File: src/rtl/rr_arb_pkg.sv
// Shared definitions for the round-robin arbitrated selector.
package rr_arb_pkg;

  // Arbitration mode encodings for the RR_MODE parameter.
  localparam int RR_FIXED = 0;
  localparam int RR_ROUND = 1;

  // Ceiling log2 for n >= 1; returns 0 for n == 1.
  function automatic int clog2(input int n);
    int r;
    int v;
    r = 0;
    v = n - 1;
    while (v > 0) begin
      r++;
      v = v >> 1;
    end
    return r;
  endfunction

  // Channel-index width, never narrower than one bit.
  function automatic int ch_width(input int n);
    return (clog2(n) < 1) ? 1 : clog2(n);
  endfunction

endpackage

File: src/rtl/rr_arbiter.sv
// Arbiter: picks the first requester at or above the start index, wrapping
// modulo NUM_CH. Owns the round-robin pointer.
module rr_arbiter
  import rr_arb_pkg::*;
#(
  parameter int  NUM_CH  = 4,
  parameter int  RR_MODE = RR_ROUND,
  localparam int CH_W    = ch_width(NUM_CH)
) (
  input  logic              clk,
  input  logic              rst_n,
  input  logic [NUM_CH-1:0] req,
  input  logic              advance,
  output logic [NUM_CH-1:0] grant,
  output logic [CH_W-1:0]   grant_idx
);

  logic [CH_W-1:0] ptr_q;
  logic [CH_W-1:0] ptr_d;
  logic [CH_W-1:0] start;
  logic [CH_W:0]   sum;
  logic [CH_W-1:0] idx;
  logic            found;

  assign start = (RR_MODE == RR_ROUND) ? ptr_q : '0;

  // Scan upward from the start index; the first requester found wins.
  always_comb begin
    // NOTE: every variable gets a default before any conditional write, so no
    // path leaves a value unassigned and no latch is inferred.
    grant     = '0;
    grant_idx = '0;
    found     = 1'b0;
    sum       = '0;
    idx       = '0;
    for (int k = 0; k < NUM_CH; k++) begin
      sum = {1'b0, start} + (CH_W+1)'(k);
      if (sum >= (CH_W+1)'(NUM_CH)) sum = sum - (CH_W+1)'(NUM_CH);
      idx = sum[CH_W-1:0];
      if (!found && req[idx]) begin
        found      = 1'b1;
        grant[idx] = 1'b1;
        grant_idx  = idx;
      end
    end
  end

  // Pointer moves to the slot after the winner on every accepted transfer;
  // explicit compare keeps the wrap correct for non-power-of-two NUM_CH.
  always_comb begin
    ptr_d = ptr_q;
    if (RR_MODE != RR_ROUND) begin
      ptr_d = '0;
    end else if (advance) begin
      ptr_d = (grant_idx == CH_W'(NUM_CH - 1)) ? '0 : grant_idx + CH_W'(1);
    end
  end

  // Pointer register.
  always_ff @(posedge clk or negedge rst_n) begin
    // NOTE: sequential state uses non-blocking assignments so every register
    // samples pre-edge values regardless of block evaluation order.
    if (!rst_n) ptr_q <= '0;
    else        ptr_q <= ptr_d;
  end

endmodule

File: src/rtl/rr_arb_mux.sv
// Arbitrated N:1 selector with a registered valid/ready output stage.
module rr_arb_mux
  import rr_arb_pkg::*;
#(
  parameter int  WIDTH   = 8,
  parameter int  NUM_CH  = 4,
  parameter int  RR_MODE = RR_ROUND,
  localparam int CH_W    = ch_width(NUM_CH)
) (
  input  logic                    clk,
  input  logic                    rst_n,
  input  logic [NUM_CH-1:0]       in_valid,
  input  logic [NUM_CH*WIDTH-1:0] in_data,
  output logic [NUM_CH-1:0]       in_ready,
  output logic                    out_valid,
  output logic [WIDTH-1:0]        out_data,
  output logic [CH_W-1:0]         out_ch,
  input  logic                    out_ready
);

  logic [NUM_CH-1:0] grant;
  logic [CH_W-1:0]   grant_idx;
  logic              can_load;
  logic              xfer;
  logic [WIDTH-1:0]  sel_data;

  logic              out_valid_q, out_valid_d;
  logic [WIDTH-1:0]  out_data_q,  out_data_d;
  logic [CH_W-1:0]   out_ch_q,    out_ch_d;

  rr_arbiter #(
    .NUM_CH  (NUM_CH),
    .RR_MODE (RR_MODE)
  ) u_arb (
    .clk       (clk),
    .rst_n     (rst_n),
    .req       (in_valid),
    .advance   (xfer),
    .grant     (grant),
    .grant_idx (grant_idx)
  );

  // The output slot can take a word when empty or being drained this cycle.
  assign can_load = !out_valid_q || out_ready;
  assign in_ready = grant & {NUM_CH{can_load}};
  assign xfer     = |(in_valid & in_ready);
  assign sel_data = in_data[grant_idx*WIDTH +: WIDTH];

  // Load on transfer (even while draining, so no bubble); clear valid on a
  // pure drain; data and channel hold otherwise.
  always_comb begin
    out_valid_d = out_valid_q;
    out_data_d  = out_data_q;
    out_ch_d    = out_ch_q;
    if (xfer) begin
      out_valid_d = 1'b1;
      out_data_d  = sel_data;
      out_ch_d    = grant_idx;
    end else if (out_ready) begin
      out_valid_d = 1'b0;
    end
  end

  // Output register; reset drops any held word.
  always_ff @(posedge clk or negedge rst_n) begin
    if (!rst_n) begin
      out_valid_q <= 1'b0;
      out_data_q  <= '0;
      out_ch_q    <= '0;
    end else begin
      out_valid_q <= out_valid_d;
      out_data_q  <= out_data_d;
      out_ch_q    <= out_ch_d;
    end
  end

  assign out_valid = out_valid_q;
  assign out_data  = out_data_q;
  assign out_ch    = out_ch_q;

endmodule

File: config.mk
export PLATFORM = sky130hd
export DESIGN_NAME = rr_arb_mux
export DESIGN_NICKNAME = d
export VERILOG_FILES = /design/src/rtl/rr_arb_pkg.sv /design/src/rtl/rr_arbiter.sv /design/src/rtl/rr_arb_mux.sv
export SDC_FILE = /design/constraint.sdc
export NUM_CORES = 1
export LEC_CHECK = 0
export CAP_MARGIN = 20
export CORE_MARGIN = 2
export CORE_UTILIZATION = 41
export DETAILED_ROUTE_END_ITERATION = 8
export PLACE_DENSITY = 0.86
export SETUP_SLACK_MARGIN = 0.1
export SLEW_MARGIN = 0
export SYNTH_ARGS = -nofsm -noshare
export SYNTH_HDL_FRONTEND = slang
export SYNTH_SLANG_ARGS = --single-unit
File: constraint.sdc
create_clock -name clk -period 3 [get_ports clk]
set_input_delay 0.6 -clock clk [delete_from_list [all_inputs] [get_ports clk]]
set_output_delay 0.6 -clock clk [all_outputs]
set_load 0.005 [all_outputs]
==> flow_summary.ini, run 1 <==
[status]
status = completed

[clocking]
cts_made_buffers = 3
clkLatencyLatePin_ns = 0.25
cts_root_buf = clkbuf_8
clock-sinks = 13
max-clock-path-buffers = 2
path_clk_slew_ns = 0.06
cts_tree = yes
postCtsHoldBufs = 0
cts_max_level = 1

[pwr]
p_sw_frac = 0.448
cellLeakagePower_nw = 1.04
p_clk_frac = 0.055
irDropWorstVdd_uv = 742
p_comb_frac = 0.832
power_switching_mw = 1.34
powerDensity_nw_per_um2 = 1160
pwr-share-seq = 0.113
internal_power_mw = 1.65
finalPower_mw = 2.99

[worst_setup_path]
path_max_fanout = 11
crit_required_ns = 2.40
start_kind = flip-flop
critPathKind = reg2out
r2r_cells = 11
endpoint_kind = output port
worstPathArrival_ns = 2.32
rrSetupSlack_ns = 0.08

[routing]
post-route-drc-count = 0
route.vias.total = 1850
drt_iter0_markers = 110
finalWirelength_um = 5550
wl_per_cell_um = 18.1
ant_nets = 0
post_drt_via_cell_ratio = 6.03
drt_first_pass_iters = 4

[global_routing]
grt_use_met2 = 0.407
track_usage = 0.246
grt.busiest_layer = met2
grt_max_degree = 17
grt_use_met1 = 0.323
grt_pass1_wl_um = 8240
grtUsageMet3 = 0.0443
overflow = 0
antenna_found_initial = 0
grt_pass1_vias = 1752

[yosys]
synth_warnings = 0
netlist_area_um2 = 1570
syn_nets = 216
avgSynthCellArea_um2 = 9.26
synthDistinctLibCells = 45
seq_area_frac_synth = 0.208
synthCells = 169
ys_ff_latch = 13

[layout]
multiInputGateArea_um2 = 1250
fin_nets = 307
nFillCells = 267
fin_cells = 307
drive_gt1_frac = 0.344
final_common_cell = clkdlybuf4s50_1
regArea_um2 = 328
n_antenna_cell = 0
synthToLayoutAreaGrowth_pct = 64.9
final_cell_mix = 45 x clkdlybuf4s50_1, 42 x buf_4, 16 x a21boi_0

[timing]
tns_ns = 0
maxSlewViolCount = 0
fmax_mhz = 342
rsz0062_at_grt = yes
setup_viol = 0
finalCriticalPeriod_ns = 2.92
worst_slew_pin_slew_ns = 0.617
slew_headroom = 0.587
hold_violations = 0
whs_ns = 0.513
finalWorstSetupSlack_ns = 0.0764
skew_ns = 0.00280
post-route-period-util = 0.975

[place]
dp.cells = 289
place_ws_ns = -0.550
post-dp-hpwl_um = 3670
gp_congestion = 0.890
io_buffers = 53

[floorplan]
core_area_um2 = 3660
fp.dieArea_um2 = 4330
initial_core_util = 0.428
dieHeight_um = 65.8
num_rows = 22
ios = 54
die_x_um = 65.8

[worst_hold_path]
hold_depth = 2
holdCritPathClass = reg2reg

[flow_run]
drv_cap = 0
-- Yosys cell counts (all sizes together) --
cell type | number | area share
a22o | 1 | 0.0056
nand3 | 11 | 0.035
ha | 8 | 0.064
clkbuf | 1 | 0.0032
nor2 | 3 | 0.0072
mux2 | 4 | 0.036
nand2 | 7 | 0.017
or3b | 1 | 0.0056
nor3 | 3 | 0.0096
o2111a | 1 | 0.0072
a21o | 2 | 0.0096
or3 | 1 | 0.0040
buf | 13 | 0.060
a31o | 1 | 0.0056
a31oi | 1 | 0.0040
a32oi | 1 | 0.0056
or4 | 1 | 0.0048
o2111ai | 1 | 0.0096
a22oi | 2 | 0.0096
nand2b | 1 | 0.0040
a21boi | 16 | 0.077
and2 | 6 | 0.026
mux2i | 6 | 0.038
o31ai | 10 | 0.048
nor4bb | 1 | 0.0064
or2 | 1 | 0.0040
o21ai | 2 | 0.0064
and4b | 1 | 0.0064
a221oi | 9 | 0.062
a2111oi | 9 | 0.051
dfrtp | 13 | 0.21
nor2b | 4 | 0.016
a2bb2oi | 1 | 0.0096
a21oi | 12 | 0.043
inv | 3 | 0.0072
a211oi | 1 | 0.0080
mux4 | 3 | 0.043
nand3b | 7 | 0.034
-- layout make-up --
class                           instances  area share
Multi-Input combinational cell        139       0.486
Timing Repair Buffer                  100       0.341
Sequential cell                        13       0.127
Tap cell                               48      0.0233
Clock buffer                            4      0.0175
Inverter                                3     0.00533
-- stage by stage --
step                      utilization  cell area, um2
after global placement          0.637            2330
final                           0.705            2580
after CTS                       0.687            2510
after global routing            0.705            2580
after detailed placement        0.637            2330
after floorplan                     -            1610
-- sequential cells by signal, summed over array words and instances (netlist names) --
name	cells
u_arb.ptr_q	2
out_ch	2
out_valid	1
out_data	8
-- critical path, cell delays in order (launching register included) --
cell and delay [ns]:
dfrtp_2 0.39, inv_2 0.06, ha_4 0.28, buf_6 0.15
mux4_2 0.39, buf_6 0.15, nand3b_1 0.16, a21oi_2 0.18
a21o_1 0.10, and2_1 0.11, buf_2 0.10
-- power groups by stage --
stage | Sequential [mW] | Combinational (mW) | Clock [mW]
after floorplan | 0.353 | 1.39 | 0
after global placement | 0.336 | 2.11 | 0
after detailed placement | 0.338 | 2.17 | 0
after CTS | 0.336 | 2.29 | 0.161
after global routing | 0.348 | 2.67 | 0.171
final | 0.339 | 2.49 | 0.163
-- cell families (layout without fill, tap and decap cells) --
family,after synthesis,after routing,share of synthesized area
and+or+nand+nor,48,48,0.179
adders and majority gates,8,8,0.0640
DFF,13,13,0.208
buffers and inverters,17,107,0.0703
muxes,13,13,0.118
AOI/OAI and AO/OA,70,70,0.361
-- routing by layer --
layer,share of wire,vias to the layer above
met4,0.013,0
met3,0.053,13
met5,0,-
met1,0.42,902
li1,-,858
met2,0.52,77
-- path summary, 6_finish.rpt --
check / from / end
worst min-delay path: out_data[2]$_DFFE_PN0P_ / out_data[2]$_DFFE_PN0P_
worst max-delay path: u_arb.ptr_q[1]$_DFFE_PN0P_ / in_ready[0]
worst min register to register: out_data[2]$_DFFE_PN0P_ / out_data[2]$_DFFE_PN0P_
min in group asynchronous: rst_n / out_valid$_DFFE_PN0P_
worst max register to register: u_arb.ptr_q[1]$_DFFE_PN0P_ / out_data[3]$_DFFE_PN0P_
max in group asynchronous: rst_n / u_arb.ptr_q[0]$_DFFE_PN0P_
-- timing repair --
item	4_1_cts	5_1_grt
resized for setup	28	17
pin swaps	5	4
setup endpoints to repair	13	14
buffers inserted	12	2
Note: power is estimated with default switching activity, not from simulation.
==> run 2, diff against run 1 <==
- CORE_UTILIZATION: 41 -> 58
- DONT_BUFFER_PORTS: not set -> 1
- PLACE_DENSITY: 0.86 -> not set
- PLACE_DENSITY_LB_ADDON: not set -> 0.3
==> run 2 against run 1 <==
  * Core utilization decreased by 1.8 points
  * Sequential power increased by 5%
  * Via count decreased by 20%
  * Combinational power decreased by 26%
  * Clock skew increased by 0.0086 ns
  * Die area decreased by 28%
  * Sequential share of layout area increased by 6.2 points
  * Sequential cell count unchanged
  * Fmax increased by 2.0%
  * Design area decreased by 33%
  * Critical path type unchanged
  * Largest power group unchanged
  * Highest routed layer unchanged
==> flow_summary.ini, run 2 (synthesis results as in run 1) <==
[status]
status = completed

[pwr]
powerDensity_nw_per_um2 = 1330
cellLeakagePower_nw = 0.647
irDropWorstVdd_uv = 817

[timing]
worst_slew_pin_slew_ns = 0.864
tns_ns = 0
post-route-period-util = 0.956
slew_headroom = 0.421
maxSlewViolCount = 0
rsz0062_at_grt = yes
hold_violations = 0
setup_viol = 0
finalWorstSetupSlack_ns = 0.133
fmax_mhz = 349
finalCriticalPeriod_ns = 2.87
skew_ns = 0.0114

[routing]
ant_nets = 0
drt_first_pass_iters = 4
post-route-drc-count = 0
post_drt_via_cell_ratio = 7.33
drt_iter0_markers = 101
finalWirelength_um = 4120
route.vias.total = 1474
wl_per_cell_um = 20.5

[global_routing]
track_usage = 0.260
overflow = 0
antenna_found_initial = 0
grt_pass1_wl_um = 6600
grt_pass1_vias = 1361
grt_max_degree = 18

[layout]
largest_reg_flops = 8
drive_gt1_frac = 0.257
utilization = 0.688
n_antenna_cell = 0
final_common_cell = a21boi_0
fin_nets = 219
nFillCells = 191
final_cell_mix = 16 x a21boi_0, 11 x nand3_1, 11 x dfrtp_1, 11 x buf_4, 10 x o31ai_1
synthToLayoutAreaGrowth_pct = 10.8
fin_cells = 201

[worst_hold_path]
holdCritPathClass = reg2reg

[clocking]
max-clock-path-buffers = 2
cts_made_buffers = 3
cts_tree = yes
clock-sinks = 13
clkLatencyLatePin_ns = 0.28
cts_max_level = 1
cts_root_buf = clkbuf_4
path_clk_slew_ns = 0.09

[worst_setup_path]
slowest_stage = dfrtp_2
endpoint_kind = output port
slowest_delay_ns = 0.40
start_kind = flip-flop
path_max_fanout = 10
worstPathArrival_ns = 2.27
critPathKind = reg2out
cp_cell_sequence = clkinv_4 > ha_4 > or3b_4 > a2111oi_4 > or3_4 > a21o_1 > and2_1
crit_required_ns = 2.40
crit_buf_inv = 1
crit_family = simple AND/OR/NAND/NOR gates

[place]
io_buffers = 0
place_ws_ns = -0.0465
gp_congestion = 0.779
post-dp-hpwl_um = 2940
dp.cells = 194

[floorplan]
core_area_um2 = 2520
num_rows = 18
die_x_um = 56.0
ios = 54
dieHeight_um = 56.0
fp.dieArea_um2 = 3130
initial_core_util = 0.621

[flow_run]
drv_cap = 0
==> run 2: changes by cell type in the layout (fill, tap and decap cells not counted), sizes merged <==
cell | before | now
clkinv | 0 | 1
clkbuf | 6 | 4
dlygate4sd2 | 2 | 0
buf | 49 | 11
dlygate4sd3 | 0 | 1
clkdlybuf4s15 | 2 | 0
clkdlybuf4s50 | 45 | 0
inv | 3 | 2
==> run 2: layout make-up <==
| type | count | area (um2) | share of cell area |
|---|---|---|---|
| multi-input cells | 139 | 1230 | 0.710 |
| repair buffers | 12 | 92.6 | 0.0534 |
| flip-flops and latches | 13 | 328 | 0.189 |
| inverters | 3 | 18.8 | 0.0108 |
| clock buffers | 4 | 26.3 | 0.0152 |
| well taps | 30 | 37.5 | 0.0216 |
==> run 2: report_power, final <==
part           total, mW  switching, mW  internal [mW]
sequential         0.355         0.0748          0.281
combinational       1.84          0.998          0.841
clock              0.114         0.0624         0.0516
==> run 2: what timing repair did <==
action,CTS,global route
pin swaps,1,4
setup buffers,1,1
hold endpoints to repair,13,0
endpoints found under the setup margin,9,15
gates resized for setup,6,14
hold buffers,1,0
==> run 2: routing by layer <==
metal,vias up,track usage,routed length (um)
met1,702,0.402,1830
li1,682,-,-
met5,-,0,0
met4,0,0.0578,36
met3,6,0.0395,355
met2,84,0.381,1890
==> run 2: path summary, 6_finish.rpt <==
kind,from,endpoint,slack [ns],cells after the start
hold / removal,out_data[4]$_DFFE_PN0P_,out_data[4]$_DFFE_PN0P_,0.53,2
min in group asynchronous,rst_n,out_data[5]$_DFFE_PN0P_,0.74,1
setup / recovery,u_arb.ptr_q[0]$_DFFE_PN0P_,in_ready[0],0.13,7
max in group asynchronous,rst_n,u_arb.ptr_q[1]$_DFFE_PN0P_,1.87,1
setup reg to reg,u_arb.ptr_q[0]$_DFFE_PN0P_,out_data[3]$_DFFE_PN0P_,0.21,9
hold reg to reg,out_data[4]$_DFFE_PN0P_,out_data[4]$_DFFE_PN0P_,0.53,2
==> run 2: through the flow <==
step	hold WS, ns	total power, mW	instance area (um2)
finish	0.531	2.31	1730
global route	0.564	2.50	1730
CTS	0.537	2.16	1660
detailed placement	0.305	2.01	1600
global placement	0.305	1.95	1600
floorplan	0.304	1.74	1610
==> run 2: worst min-delay path: stages (launching register included) <==
cell     delay, ns
dfrtp_1       0.37
nand3_1       0.07
o31ai_1       0.06
==> run 3, diff against run 2 <==
- CORE_MARGIN: 2 -> 8
- MAX_ROUTING_LAYER: not set -> met4
==> run 3 against run 2 <==
  * Critical endpoint is now in_ready[1]
  * Combinational power increased by 4%
  * Die area increased by 47%
  * Sequential cell count stayed put
==> flow_summary.ini, run 3 (synthesis results as in run 1) <==
[worst_hold_path]
hold_depth = 2
holdCritPathClass = reg2reg
min_from = out_data[2]$_DFFE_PN0P_
min_to = out_data[2]$_DFFE_PN0P_

[worst_setup_path]
crit_required_ns = 2.40
rrSetupSlack_ns = 0.19
worstPathArrival_ns = 2.26
start_kind = flip-flop
r2r_cells = 9
timing.rr.start = u_arb.ptr_q[0]$_DFFE_PN0P_
timing.rr.end = out_data[3]$_DFFE_PN0P_
critPathKind = reg2out
endpoint_kind = output port
path_max_fanout = 7

[status]
status = completed

[timing]
slew_headroom = 0.605
tns_ns = 0
whs_ns = 0.557
setup_viol = 0
maxSlewViolCount = 0
skew_ns = 0.000470
worst_slew_pin_slew_ns = 0.578
hold_violations = 0
post-route-period-util = 0.954
fmax_mhz = 349
finalCriticalPeriod_ns = 2.86
rsz0062_at_grt = yes

[place]
gp_congestion = 0.954
post-dp-hpwl_um = 3290
io_buffers = 0

[routing]
drt_first_pass_iters = 4
ant_nets = 0
route.vias.total = 1464
post_drt_via_cell_ratio = 6.91
finalWirelength_um = 4450
drt_iter0_markers = 101
post-route-drc-count = 0
wl_per_cell_um = 21.0

[floorplan]
die_x_um = 68.0
initial_core_util = 0.588
num_rows = 19
core_area_um2 = 2660
fp.dieArea_um2 = 4620
ios = 54
dieHeight_um = 68.0

[pwr]
powerDensity_nw_per_um2 = 1330
cellLeakagePower_nw = 0.688
irDropWorstVdd_uv = 812
finalPower_mw = 2.39

[clocking]
cts_root_buf = clkbuf_4
max-clock-path-buffers = 2
path_clk_slew_ns = 0.08
cts_tree = yes
clkLatencyLatePin_ns = 0.29
cts_made_buffers = 3
clock-sinks = 13
cts_max_level = 1

[global_routing]
track_usage = 0.197
antenna_found_initial = 0
grt_pass1_vias = 1395
grt_max_degree = 18
overflow = 0
grt_pass1_wl_um = 6920

[layout]
drive_gt1_frac = 0.320
final_cell_mix = 19 x buf_4, 16 x a21boi_0, 11 x nand3_1, 11 x dfrtp_1, 10 x o31ai_1
final_common_cell = buf_4
largest_reg_flops = 8
n_antenna_cell = 0
synthToLayoutAreaGrowth_pct = 15.0
nFillCells = 209
fin_nets = 229
utilization = 0.676

[flow_run]
drv_cap = 0
==> run 3: changes by cell type in the layout (fill, tap and decap cells not counted), sizes merged <==
cell	change
o2111ai	+1
clkbuf	+1
buf	+8
==> run 3: layout make-up <==
type,instances,area (um2),area share
timing repair buffer,21,158,0.0876
clock buffer,4,26.3,0.0146
sequential,13,328,0.182
multi-input combinational,140,1230,0.684
inverter,3,18.8,0.0104
tap,31,38.8,0.0215
==> run 3: worst max-delay path, stage by stage, from the launching register on <==
cell and delay, ns:
dfrtp_2 0.43, inv_4 0.08, ha_4 0.22, or3b_4 0.39, a2111oi_4 0.38, or3_4 0.23, a21o_1 0.12, and2_4 0.14
==> run 3: how the worst max path moves through the flow <==
| stage | from | endpoint | slack (ns) | cells past startpoint |
|---|---|---|---|---|
| final | u_arb.ptr_q[1]$_DFFE_PN0P_ | in_ready[1] | 0.14 | 7 |
| after global routing | u_arb.ptr_q[0]$_DFFE_PN0P_ | in_ready[1] | 0.04 | 7 |
| after CTS | u_arb.ptr_q[0]$_DFFE_PN0P_ | out_data[7]$_DFFE_PN0P_ | 0.06 | 8 |
| after detailed placement | u_arb.ptr_q[0]$_DFFE_PN0P_ | out_data[7]$_DFFE_PN0P_ | -0.08 | 8 |
| after global placement | u_arb.ptr_q[0]$_DFFE_PN0P_ | out_data[7]$_DFFE_PN0P_ | 0.04 | 8 |
| after floorplan | u_arb.ptr_q[1]$_DFFE_PN0P_ | u_arb.ptr_q[1]$_DFFE_PN0P_ | 0.12 | 12 |
==> run 3: power by group <==
group | switching, mW | internal, mW
sequential | 0.0841 | 0.281
clock | 0.0638 | 0.0518
combinational | 1.01 | 0.903
==> run 3: stage by stage <==
step | instance area [um2] | cells | setup slack, ns
6_report | 1800 | 212 | 0.137
5_1_grt | 1800 | 212 | 0.0412
4_1_cts | 1660 | 201 | 0.0597
3_5_place_dp | 1600 | 195 | -0.0796
3_3_place_gp | 1600 | 195 | 0.0420
2_1_floorplan | 1610 | 169 | 0.117
==> run 3: what timing repair did <==
item,CTS,global route
gates resized for setup,6,13
pin swaps,2,6
hold buffers,1,0
buffers inserted,1,10
endpoints found under the setup margin,13,13
endpoints found under the hold margin,13,0
cloned,0,1
==> run 3: per-layer routing <==
| metal | up-vias | part of all wire | wire length (um) | global-route usage |
|---|---|---|---|---|
| li1 | 702 | - | - | - |
| met1 | 689 | 0.44 | 1970 | 0.251 |
| met2 | 71 | 0.48 | 2150 | 0.318 |
| met3 | 2 | 0.069 | 308 | 0.0360 |
| met4 | 0 | 0.0047 | 21 | 0.0435 |
| met5 | - | 0 | 0 | - |
